File: src/rtl/fetchflare_fifo_pkg.sv
// Shared constants and helpers for the prefetch FIFO read-side stream adapter.
package fetchflare_fifo_pkg;

  localparam int FETCH_DW      = 160;
  localparam int OUT_DEPTH_DEF = 2;

  // Ceiling log2, never less than 1 so a pointer or counter is at least one bit wide.
  function automatic int log2_ceil(input int value);
    int r;
    r = 0;
    while ((1 << r) < value) r++;
    return (r < 1) ? 1 : r;
  endfunction

endpackage

File: src/rtl/fifo_rd_stream_adapter_buf.sv
// stream_out_buf: small register ring buffer feeding the output stream.
// DEPTH need not be a power of two; pointers wrap explicitly at DEPTH-1.
module stream_out_buf
  import fetchflare_fifo_pkg::*;
#(
  parameter int Dw    = FETCH_DW,
  parameter int DEPTH = OUT_DEPTH_DEF,
  localparam int PW   = log2_ceil(DEPTH),
  localparam int CW   = log2_ceil(DEPTH + 1)
) (
  input  logic          clk_i,
  input  logic          rst_i,
  input  logic          push_i,
  input  logic [Dw-1:0] push_data_i,
  input  logic          pop_i,
  output logic [CW-1:0] count_o,
  output logic          valid_o,
  output logic [Dw-1:0] data_o
);

  logic [Dw-1:0] mem_q [DEPTH];
  logic [PW-1:0] head_q, head_d;
  logic [PW-1:0] tail_q, tail_d;
  logic [CW-1:0] count_q, count_d;
  logic          pop_ok;

  function automatic logic [PW-1:0] wrap_inc(input logic [PW-1:0] p);
    return (p == PW'(DEPTH - 1)) ? '0 : p + PW'(1);
  endfunction

  assign pop_ok  = pop_i & (count_q != '0);
  assign valid_o = (count_q != '0);
  assign count_o = count_q;
  assign data_o  = mem_q[head_q];

  // Next pointer/occupancy: simultaneous push and pop leaves count unchanged.
  always_comb begin
    head_d  = head_q;
    tail_d  = tail_q;
    count_d = count_q;
    if (push_i) tail_d = wrap_inc(tail_q);
    if (pop_ok) head_d = wrap_inc(head_q);
    case ({push_i, pop_ok})
      2'b10:   count_d = count_q + CW'(1);
      2'b01:   count_d = count_q - CW'(1);
      default: count_d = count_q;
    endcase
  end

  // Pointer and occupancy registers; overflow is impossible by construction upstream.
  always_ff @(posedge clk_i) begin
    if (rst_i) begin
      head_q  <= '0;
      tail_q  <= '0;
      count_q <= '0;
    end else begin
      assert (!(push_i && !pop_ok && (count_q == CW'(DEPTH))));
      head_q  <= head_d;
      tail_q  <= tail_d;
      count_q <= count_d;
    end
  end

  // Data storage needs no reset: entries are only visible while count covers them.
  always_ff @(posedge clk_i) begin
    if (push_i) mem_q[tail_q] <= push_data_i;
  end

endmodule

File: src/rtl/fifo_rd_stream_adapter.sv
// fifo_rd_stream_adapter: turns a registered-output FIFO (dout one cycle after
// rd_en) into a valid/ready stream at one beat per cycle.
// Reads are only issued when the output buffer has room for every datum already
// buffered or in flight, so a returning read always has a slot.
// Optional build macro FIFO_STREAM_STATS_EN adds saturating beat/stall counters.
module fifo_rd_stream_adapter
  import fetchflare_fifo_pkg::*;
#(
  parameter int Dw        = FETCH_DW,
  parameter int OUT_DEPTH = OUT_DEPTH_DEF,
  parameter int CNTw      = 32
) (
  input  logic            clk,
  input  logic            reset,
  input  logic [Dw-1:0]   fifo_dout,
  input  logic            fifo_empty,
  output logic            fifo_rd_en,
  output logic            m_valid,
  output logic [Dw-1:0]   m_data,
  input  logic            m_ready
`ifdef FIFO_STREAM_STATS_EN
  ,
  output logic [CNTw-1:0] stat_beats,
  output logic [CNTw-1:0] stat_stalls
`endif
);

  localparam int CW = log2_ceil(OUT_DEPTH + 1);
  localparam int RW = CW + 1;
  localparam logic [RW-1:0] DEPTH_W = RW'(OUT_DEPTH);

  if ((OUT_DEPTH < 2) || (CNTw < 1)) begin : g_param_check
    $error("fifo_rd_stream_adapter: OUT_DEPTH must be >= 2 and CNTw >= 1");
  end

  logic [CW-1:0] buf_count;
  logic [RW-1:0] resv;
  logic          pop;
  logic          inflight_q;

  assign pop = m_valid & m_ready;

  // Slots claimed after this cycle: buffered + returning read - leaving beat.
  assign resv       = RW'(buf_count) + RW'(inflight_q) - RW'(pop);
  assign fifo_rd_en = ~fifo_empty & ~reset & (resv < DEPTH_W);

  // One read outstanding at most; its data lands in the buffer the next cycle.
  always_ff @(posedge clk) begin
    if (reset) inflight_q <= 1'b0;
    else       inflight_q <= fifo_rd_en;
  end

  stream_out_buf #(
    .Dw    (Dw),
    .DEPTH (OUT_DEPTH)
  ) u_out_buf (
    .clk_i       (clk),
    .rst_i       (reset),
    .push_i      (inflight_q),
    .push_data_i (fifo_dout),
    .pop_i       (pop),
    .count_o     (buf_count),
    .valid_o     (m_valid),
    .data_o      (m_data)
  );

`ifdef FIFO_STREAM_STATS_EN
  logic [CNTw-1:0] beats_q, beats_d;
  logic [CNTw-1:0] stalls_q, stalls_d;

  // Saturating increments so the counters stick at all-ones instead of wrapping.
  always_comb begin
    beats_d  = beats_q;
    stalls_d = stalls_q;
    if (pop && (beats_q != '1))                    beats_d  = beats_q + CNTw'(1);
    if (m_valid && !m_ready && (stalls_q != '1))   stalls_d = stalls_q + CNTw'(1);
  end

  // Statistic registers, cleared together with the datapath.
  always_ff @(posedge clk) begin
    if (reset) begin
      beats_q  <= '0;
      stalls_q <= '0;
    end else begin
      beats_q  <= beats_d;
      stalls_q <= stalls_d;
    end
  end

  assign stat_beats  = beats_q;
  assign stat_stalls = stalls_q;
`endif

endmodule

File: config.mk
export PLATFORM = sky130hd
export DESIGN_NAME = fifo_rd_stream_adapter
export DESIGN_NICKNAME = d
export VERILOG_FILES = /design/src/rtl/fetchflare_fifo_pkg.sv /design/src/rtl/fifo_rd_stream_adapter_buf.sv /design/src/rtl/fifo_rd_stream_adapter.sv
export SDC_FILE = /design/constraint.sdc
export NUM_CORES = 1
export LEC_CHECK = 0
export BUFFER_PORTS_ARGS = -buffer_cell sky130_fd_sc_hd__buf_2
export CORE_ASPECT_RATIO = 1.25
export CORE_UTILIZATION = 45
export CTS_CLUSTER_DIAMETER = 200
export DETAILED_ROUTE_END_ITERATION = 8
export GPL_TIMING_DRIVEN = 0
export PLACE_DENSITY_LB_ADDON = 0.2
export SLEW_MARGIN = 0
export SYNTH_ARGS = -nofsm -noshare
export SYNTH_HDL_FRONTEND = slang
export SYNTH_SLANG_ARGS = --single-unit
File: constraint.sdc
create_clock -name clk -period 8.4 [get_ports clk]
set_input_delay 0.42 -clock clk [delete_from_list [all_inputs] [get_ports clk]]
set_output_delay 0.42 -clock clk [all_outputs]
set_load 0.02 [all_outputs]
==> metrics <==
result of the run=completed; sink count of the clock tree=between 300 and 400; cts bufs inserted=31; Post-CTS Setup Bufs=0; TritonCTS clock tree=done; critical setup path kind=flop to output pin; worst path bufs/invs=1; worst slew margin relative to its limit=between 60% and 70%; Hold-fix buffers, CTS=0; count of standard-cell rows=between 60 and 70; slowest stage cell on the critical path=dfxtp_1; critical path's top delay family=adder cells; number of violations reported at the end of detailed-routing iteration 0=around 240; number of nets with antenna violations after detailed routing=0; register bit count reported by yosys=between 300 and 400; via-per-instance ratio=between 4 and 5; count of unique library cells instantiated by Yosys=19; HPWL Detailed=15840 um; maximum number of pins on one net before global-route repair=between 60 and 70; final critical-path required period=3.017 ns; register area share after synthesis=just over 80%; number of warning messages in the yosys log=0; area of the core=around 26000 um^2; post-synth net total=695; CTS clk-pin slew, worst paths=~0.070 ns; total congestion overflow after global routing=0; vias after detailed routing=a little over 6000; # IOs=326; Syn Area/Cell=around 22 um^2; kind of end point of the critical path=output pin; number of antenna violations at the first check in global routing=6; post_cts resized=0; Max-Cap Viols=0; final worst-path cycle share=a little over a third; horizontal die dimension=147.2 um; max-slew violation count=0; number of failing setup endpoints in the final timing report=0; number of global-route vias before repair=between 6000 and 7000; cell count after synthesis=about 530; GP Congestion=between 0.6 and 0.7; Worst path max stage delay=0.44 ns; Total Wirelength=approximately 23000 um; netlist area before placement=around 12000 um^2; final routed wire length divided by cell count=approximately 18 um; height of the die=about 180 um; Leak Pwr=5.550 nW; fraction of layout instances using a drive strength above 1=60.68%; fill cell instance count of the final layout=2066; largest voltage drop on the vdd net=around 240 uV; Clk Latency, worst-skew pair=0.56 ns; global-route wire length before repair=between 30000 and 40000 um; Detailed Routing Iterations Pass 1=6; combined global-route utilization of all metal layers=about 17%; power density of the placed cells=338.0 nW/um^2; Worst EP arrival=approximately 2.6 ns; DRC errors left=0; Sum Neg Setup Slack=0 ns; slew at the pin with the worst max-slew slack=0.5689 ns; critical-path maximum fanout=6; Buffers on Ports=between 300 and 400; crit path launch type=flop; clock skew after layout=0.01926 ns; Initial Utilization=a little under half; H-Tree Depth=1; cells along the critical path=o21a_1, ha_1, nand2b_1, fa_1, xor2_1, nor4b_1, buf_2; Total Die Area=~27000 um^2; critical path required time=7.98 ns; Min Hold Slack=between 0.04 and 0.05 ns; highest attainable clock frequency=331.4 MHz; Hold Crit Class=input port to flop; net total in the final layout=around 1100; maximum count of clock buffers along a single path=3; RSZ-0062 raised after global routing=false; Final Hold Viols=0; layout overhead on the synthesized area=27.11%; clock root buffer master=clkbuf_16
-- Yosys cell counts --
master	number	area [um^2]
xnor2_1	3	26.28
edfxtp_1	320	9609
or3_1	1	6.260
dfxtp_1	6	120.1
xor2_1	2	17.52
nor2_1	5	18.77
mux2_2	160	1802
inv_1	2	7.510
o21ai_0	1	5.000
fa_1	1	20.02
nor4b_1	2	17.52
ha_1	2	25.02
o21a_1	1	7.510
a21oi_1	1	5.000
buf_2	7	35.03
and2_1	1	6.260
or2_2	1	6.260
nand2b_1	1	6.260
buf_6	11	123.9
-- flip-flops by register name, indices dropped and copies added (netlist names), named ones only --
signal and flops:
inflight_q 1, u_out_buf.mem_q 320, u_out_buf.count_o 2, u_out_buf.head_q 1, u_out_buf.tail_q 1
-- logic make-up after synthesis --
logic type | after synthesis | synth area share [%]
buffers and inverters | 20 | 1.403
muxes | 160 | 15.19
xor gates and xnor gates | 5 | 0.3691
adders and majority gates | 3 | 0.3796
and+or+nand+nor | 11 | 0.5169
DFF | 326 | 82.00
AOI/OAI and AO/OA | 3 | 0.1476
-- stage by stage --
step / area [um^2] / worst slack, ns / total power, W / utilization, % / cells
after global routing: 15070 / 5.159 / 0.005334 / 58.14 / 1260
after detailed placement: 14120 / 5.925 / 0.003855 / 54.44 / 1201
after CTS: 15070 / 5.332 / 0.005172 / 58.12 / 1258
after floorplan: 11870 / 0.6292 / 0.003354 / - / 528
after global placement: 13920 / -3.573 / 0.003898 / 53.67 / 1193
final: 15080 / 5.383 / 0.005098 / 58.16 / 1263
-- cell type report --
cell class	instances	area, um^2	area share, %
Sequential cell	326	9729	64.51
Multi-Input combinational cell	182	1979	13.12
Timing Repair Buffer	333	1817	12.05
Clock buffer	36	794.5	5.268
Tap cell	340	425.4	2.821
Buffer	18	158.9	1.054
Clock inverter	21	157.7	1.045
Antenna cell	5	12.51	0.08296
Inverter	2	7.507	0.04978
-- per-layer routing --
layer	part of all wire (%)	GRT usage, %	up-vias	wire length (um)
met4	2.2	5.237	2	515
met5	0.074	0	-	17
li1	-	-	2846	-
met2	53	30.17	218	12110
met1	37	18.47	2964	8386
met3	8.3	5.161	44	1906
-- placed cells by master (no fill, tap or decap), drive strengths merged, types with 3 or more instances in the layout --
master,netlist,final
buf,18,351
edfxtp,320,320
mux2,160,160
clkbuf,0,36
clkinv,0,17
dfxtp,6,6
diode,0,5
nor2,5,5
xnor2,3,3
inv,2,3
-- power by group --
group          switching, W  internal, W  total, W
Clock              0.000573     0.000736   0.00131
Combinational      0.000943     0.000642   0.00159
Sequential        0.0000646      0.00214   0.00220
-- path summary, 6_finish.rpt --
| path | from | endpoint | slack, ns | depth (start not counted) |
|---|---|---|---|---|
| max reg2reg | u_out_buf.count_o[1]$_SDFFE_PP0P_ | inflight_q$_SDFF_PP0_ | 6.44 | 6 |
| min reg2reg | u_out_buf.head_q$_SDFFE_PP0P_ | flop | 0.52 | 2 |
| max | u_out_buf.count_o[1]$_SDFFE_PP0P_ | fifo_rd_en | 5.38 | 7 |
| min | fifo_dout[42] | u_out_buf.mem_q[1][42]$_DFFE_PP_ | 0.04 | 1 |
No activity file was read; power rests on OpenSTA's default activity.
